`src/rtl/sysid_timeout_ctr.sv`:
```
// Per-read watchdog counter.
// expired flags the edge on which the count reaches limit.
module sysid_timeout_ctr (
    input  logic        clk,
    input  logic        reset,
    input  logic        clr,
    input  logic        en,
    input  logic [15:0] limit,
    output logic        expired
);

    logic [15:0] cnt;

    assign expired = en && ((cnt + 16'd1) == limit);

    always_ff @(posedge clk or posedge reset) begin
        if (reset) begin
            cnt <= '0;
        end else if (clr) begin
            cnt <= '0;
        end else if (en) begin
            cnt <= cnt + 16'd1;
        end
    end

endmodule

```
`config.mk`:
```
export PLATFORM = sky130hd
export DESIGN_NAME = sysid_timeout_ctr
export DESIGN_NICKNAME = d
export VERILOG_FILES = /design/src/rtl/sysid_timeout_ctr.sv
export SDC_FILE = /design/constraint.sdc
export NUM_CORES = 1
export LEC_CHECK = 0
export CORE_ASPECT_RATIO = 1.25
export CORE_MARGIN = 5
export CORE_UTILIZATION = 57
export DETAILED_ROUTE_END_ITERATION = 6
export PLACE_DENSITY_LB_ADDON = 0.05
export SYNTH_ARGS = -nofsm -noshare
export SYNTH_HDL_FRONTEND = slang
export SYNTH_SLANG_ARGS = --single-unit
```
`constraint.sdc`:
```
create_clock -name clk -period 3.4 [get_ports clk]
set_input_delay 0.34 -clock clk [delete_from_list [all_inputs] [get_ports clk]]
set_output_delay 0.34 -clock clk [all_outputs]
set_load 0.01 [all_outputs]
```
==> PnR_summary.wiki <==
{| class="wikitable"
! Metric !! Value
|-
| Floorplan die height || 63.4 um
|-
| Internal Pwr Total || 296 uW
|-
| GR Util met2 || 0.342
|-
| Synth async-reset ratio || 1.00
|-
| Number of fillers in the final layout || 193
|-
| Mapped cell area || 1300 um2
|-
| Largest net degree at the start of global routing || 17
|-
| Layout Nets || 192
|-
| DPL Wire Length || 2230 um
|-
| Area growth, synth to finish || 17.3%
|-
| Critical Path Sink Type || output port
|-
| Switching power share of the total || 0.249
|-
| Clock edge transition at the registers on the reported setup and hold paths || 0.10 ns
|-
| Nature of the critical path startpoint || flip-flop
|-
| Biggest registers after layout || cnt: 16 flops
|-
| Clock tree skew after final layout || 0.0106 ns
|-
| Final cycle utilization of the critical path || 0.947
|-
| Fraction of power consumed by sequential logic || 0.498
|-
| Synthesized instance count || 154
|-
| Share of the core filled with cells in the final layout || 0.698
|-
| Via total after detailed routing || 1,158
|-
| Met1 demand-to-capacity share in global routing || 0.220
|-
| Most flops, register || cnt
|-
| Power share of the combinational group || 0.172
|-
| Worst setup margin || 0.180 ns
|-
| Max-slew violation total from the final report || 0
|-
| Wire length reported by the detailed router || 2880 um
|-
| First-pass GRT wire length || 4980 um
|-
| Kind of cell adding the most delay to the critical path || simple AND/OR/NAND/NOR gates
|-
| Die Wd || 52.7 um
|-
| Clock period minus worst slack || 3.22 ns
|-
| Critical Path Fanout Max || 8
|-
| Total of warnings raised by yosys || 0
|-
| Area of the die || 3340 um2
|-
| Number of port buffers || 20
|-
| Antenna Nets Post-Route || 0
|-
| Violation count after the first detailed-route iteration || 18
|-
| Run status || completed
|-
| Initial DRT Pass Iterations || 5
|-
| Launching instance or port of the critical path || cnt[0]
|-
| Global routing met3 resource utilization || 0.0283
|-
| Level count of the clock H-tree || 1
|-
| Leakage power figure || 0.000567 uW
|-
| Crit path buffers/inverters || 1
|-
| Placeable core region || 2190 um2
|-
| Post-Place Worst Slack || 0.483 ns
|-
| Required arrival time at the worst endpoint || 3.06 ns
|-
| Count of max-cap constraint violations || 0
|-
| Actual slew at the worst max-slew pin || 0.618 ns
|-
| Cell variety after synth || 39
|-
| Layer carrying the most global-route usage || met2
|-
| Deepest clock path buffer count || 2
|-
| CTS tree || built
|-
| Number of buffers created by CTS || 3
|-
| Total negative slack for setup checks || 0 ns
|-
| Final routed wire length divided by cell count || 14.3 um
|-
| Number of flip-flops under the largest register name || 16
|-
| Nets in the synthesized netlist || 175
|-
| F_max || 0.311 GHz
|-
| Classification of the worst setup path || flip-flop to output port
|-
| Average instance area after synthesis || 8.45 um2
|-
| Ratio of cells with drive above 1 in the final layout || 0.0765
|-
| DRC Markers || 0
|-
| Vias in the first global route || 1,191
|-
| ANT cells || 0
|-
| Max incr delay on CP || 0.58 ns
|-
| Clock Latency Late Sink || 0.30 ns
|-
| Setup violation total in the final timing report || 0
|-
| IR drop worst, VDD || 0.204 mV
|-
| Vias per inst || 5.76
|-
| Relative contribution of the clock network to total power || 0.330
|-
| Synth Register Bits || 16
|-
| Top flip-flop cell by instance count after synthesis || sky130_fd_sc_hd__dfrtp_1
|-
| Initial core utilization || 0.595
|-
| RSZ-0062 raised after global routing || no
|-
| Cell Rows || 19
|-
| Remaining max-slew budget at the tightest pin || 0.587
|-
| Global routing usage summed across all routing layers || 0.195
|-
| Reg2Reg Launch Point || cnt[0]
|-
| Post CTS Setup Buffer Count || 0
|-
| Count of boundary I/O pins || 21
|-
| Class of the tightest hold or removal check || input pin to async pin
|-
| Number of sinks driven by the clock tree || 16
|-
| CP cell instances || ha_2 -> and3_1 -> nand3_1 -> or3_1 -> a22o_1 -> nor4_2 -> clkdlybuf4s50_1
|-
| Proportion of synthesized chip area in sequential cells || 0.308
|-
| Net switching power of the design || 98.4 uW
|-
| Total overflow reported by the global router || 0
|-
| Cell area power density || 259 nW/um2
|-
| Number of enable-type register cells in the synthesized netlist || 0
|-
| Initial antenna violation count || 0
|-
| Final weighted congestion in routability-driven placement || 0.827
|-
| Slowest cell on the critical path || sky130_fd_sc_hd__clkdlybuf4s50_1
|-
| Root Buffer Master || sky130_fd_sc_hd__clkbuf_4
|-
| Worst endpoint data arrival time || 2.88 ns
|-
| Final Hold Vio Count || 0
|}
## through the flow
| step | hold WS, ns | std cells | instance area [um2] | total power, uW |
|---|---|---|---|---|
| after floorplan | 0.254 | 154 | 1300 | 236 |
| after global placement | 0.557 | 197 | 1490 | 267 |
| after CTS | 0.423 | 201 | 1520 | 399 |
| after detailed placement | 0.572 | 197 | 1490 | 268 |
| after global routing | 0.495 | 201 | 1530 | 412 |
| final | 0.400 | 201 | 1530 | 395 |
## worst paths after layout
path,end,depth (start not counted),slack (ns)
setup / recovery,expired,7,0.18
hold / removal,cnt[0],2,0.40
setup reg to reg,cnt[12],5,1.45
hold reg to reg,cnt[15],2,0.59
max in group asynchronous,cnt[11],2,2.59
min in group clk,cnt[15],2,0.59
## cells in the mapped netlist, types with 2 or more instances
cell	count	area [um2]
sky130_fd_sc_hd__xnor2_1	17	149
sky130_fd_sc_hd__dfrtp_1	16	400
sky130_fd_sc_hd__nor2_1	13	48.8
sky130_fd_sc_hd__xor2_1	13	114
sky130_fd_sc_hd__nand3_1	11	55.1
sky130_fd_sc_hd__a21oi_1	10	50.1
sky130_fd_sc_hd__o21ai_0	9	45.0
sky130_fd_sc_hd__nand4_1	8	50.1
sky130_fd_sc_hd__nand2_1	7	26.3
sky130_fd_sc_hd__inv_1	5	18.8
sky130_fd_sc_hd__or3_1	5	31.3
sky130_fd_sc_hd__and3_1	4	25.0
sky130_fd_sc_hd__buf_6	3	33.8
sky130_fd_sc_hd__clkbuf_1	3	11.3
sky130_fd_sc_hd__nor3_1	3	15.0
sky130_fd_sc_hd__and4_1	2	17.5
sky130_fd_sc_hd__buf_2	2	10.0
sky130_fd_sc_hd__nor3b_1	2	15.0
## cell type report
cell class / instances / area (um2) / area share
multi-input cells: 123 / 817 / 0.535
flip-flops and latches: 16 / 400 / 0.262
repair buffers: 22 / 215 / 0.141
well taps: 31 / 38.8 / 0.0254
clock buffers: 4 / 36.3 / 0.0238
inverters: 5 / 18.8 / 0.0123
## layout by cell type (no fill, tap or decap), types with 2 or more instances in the layout
cell                              instances
sky130_fd_sc_hd__and3_1                   4
sky130_fd_sc_hd__xor2_1                  13
sky130_fd_sc_hd__and4_1                   2
sky130_fd_sc_hd__nor3_1                   3
sky130_fd_sc_hd__nor3b_1                  2
sky130_fd_sc_hd__nand4_1                  8
sky130_fd_sc_hd__inv_1                    5
sky130_fd_sc_hd__dfrtp_1                 16
sky130_fd_sc_hd__nand2_1                  7
sky130_fd_sc_hd__clkbuf_4                 3
sky130_fd_sc_hd__xnor2_1                 17
sky130_fd_sc_hd__buf_4                    2
sky130_fd_sc_hd__a21oi_1                 10
sky130_fd_sc_hd__or3_1                    5
sky130_fd_sc_hd__nor2_1                  13
sky130_fd_sc_hd__nand3_1                 11
sky130_fd_sc_hd__o21ai_0                  9
sky130_fd_sc_hd__clkdlybuf4s50_1         20
## power groups by stage
stage                     logic [uW]  clock network [uW]  registers (uW)
final                           68.0                 130             196
after global routing            74.5                 141             197
after CTS                       68.1                 134             196
after detailed placement        67.7                   0             200
after global placement          66.8                   0             200
after floorplan                 36.3                   0             199
## logic make-up after synthesis
logic type	Yosys count	share of synthesized area
buffers and inverters	15	0.0663
AO/OA/AOI/OAI	25	0.111
XOR/XNOR	30	0.202
AND/OR/NAND/NOR	66	0.296
adder cells (fa/ha/maj)	1	0.00961
flip-flops	16	0.308
multiplexers	1	0.00769
## worst register-to-register path, stage by stage, from the launching register on
cell,delay [ns]
sky130_fd_sc_hd__dfrtp_1,0.46
sky130_fd_sc_hd__ha_2,0.29
sky130_fd_sc_hd__and3_1,0.32
sky130_fd_sc_hd__nand4_1,0.24
sky130_fd_sc_hd__or3_1,0.40
sky130_fd_sc_hd__a21oi_1,0.15
## layer usage
layer / part of all wire / wire (um)
met5: 0 / 0
met4: 0.018 / 51
met3: 0.044 / 127
met2: 0.54 / 1560
met1: 0.40 / 1140
## timing repair
item / 4_1_cts / 5_1_grt
resized for setup: 0 / 1
setup endpoints to repair: 0 / 1
hold buffers: 0 / 0
Note: power is estimated with default switching activity, not from simulation.
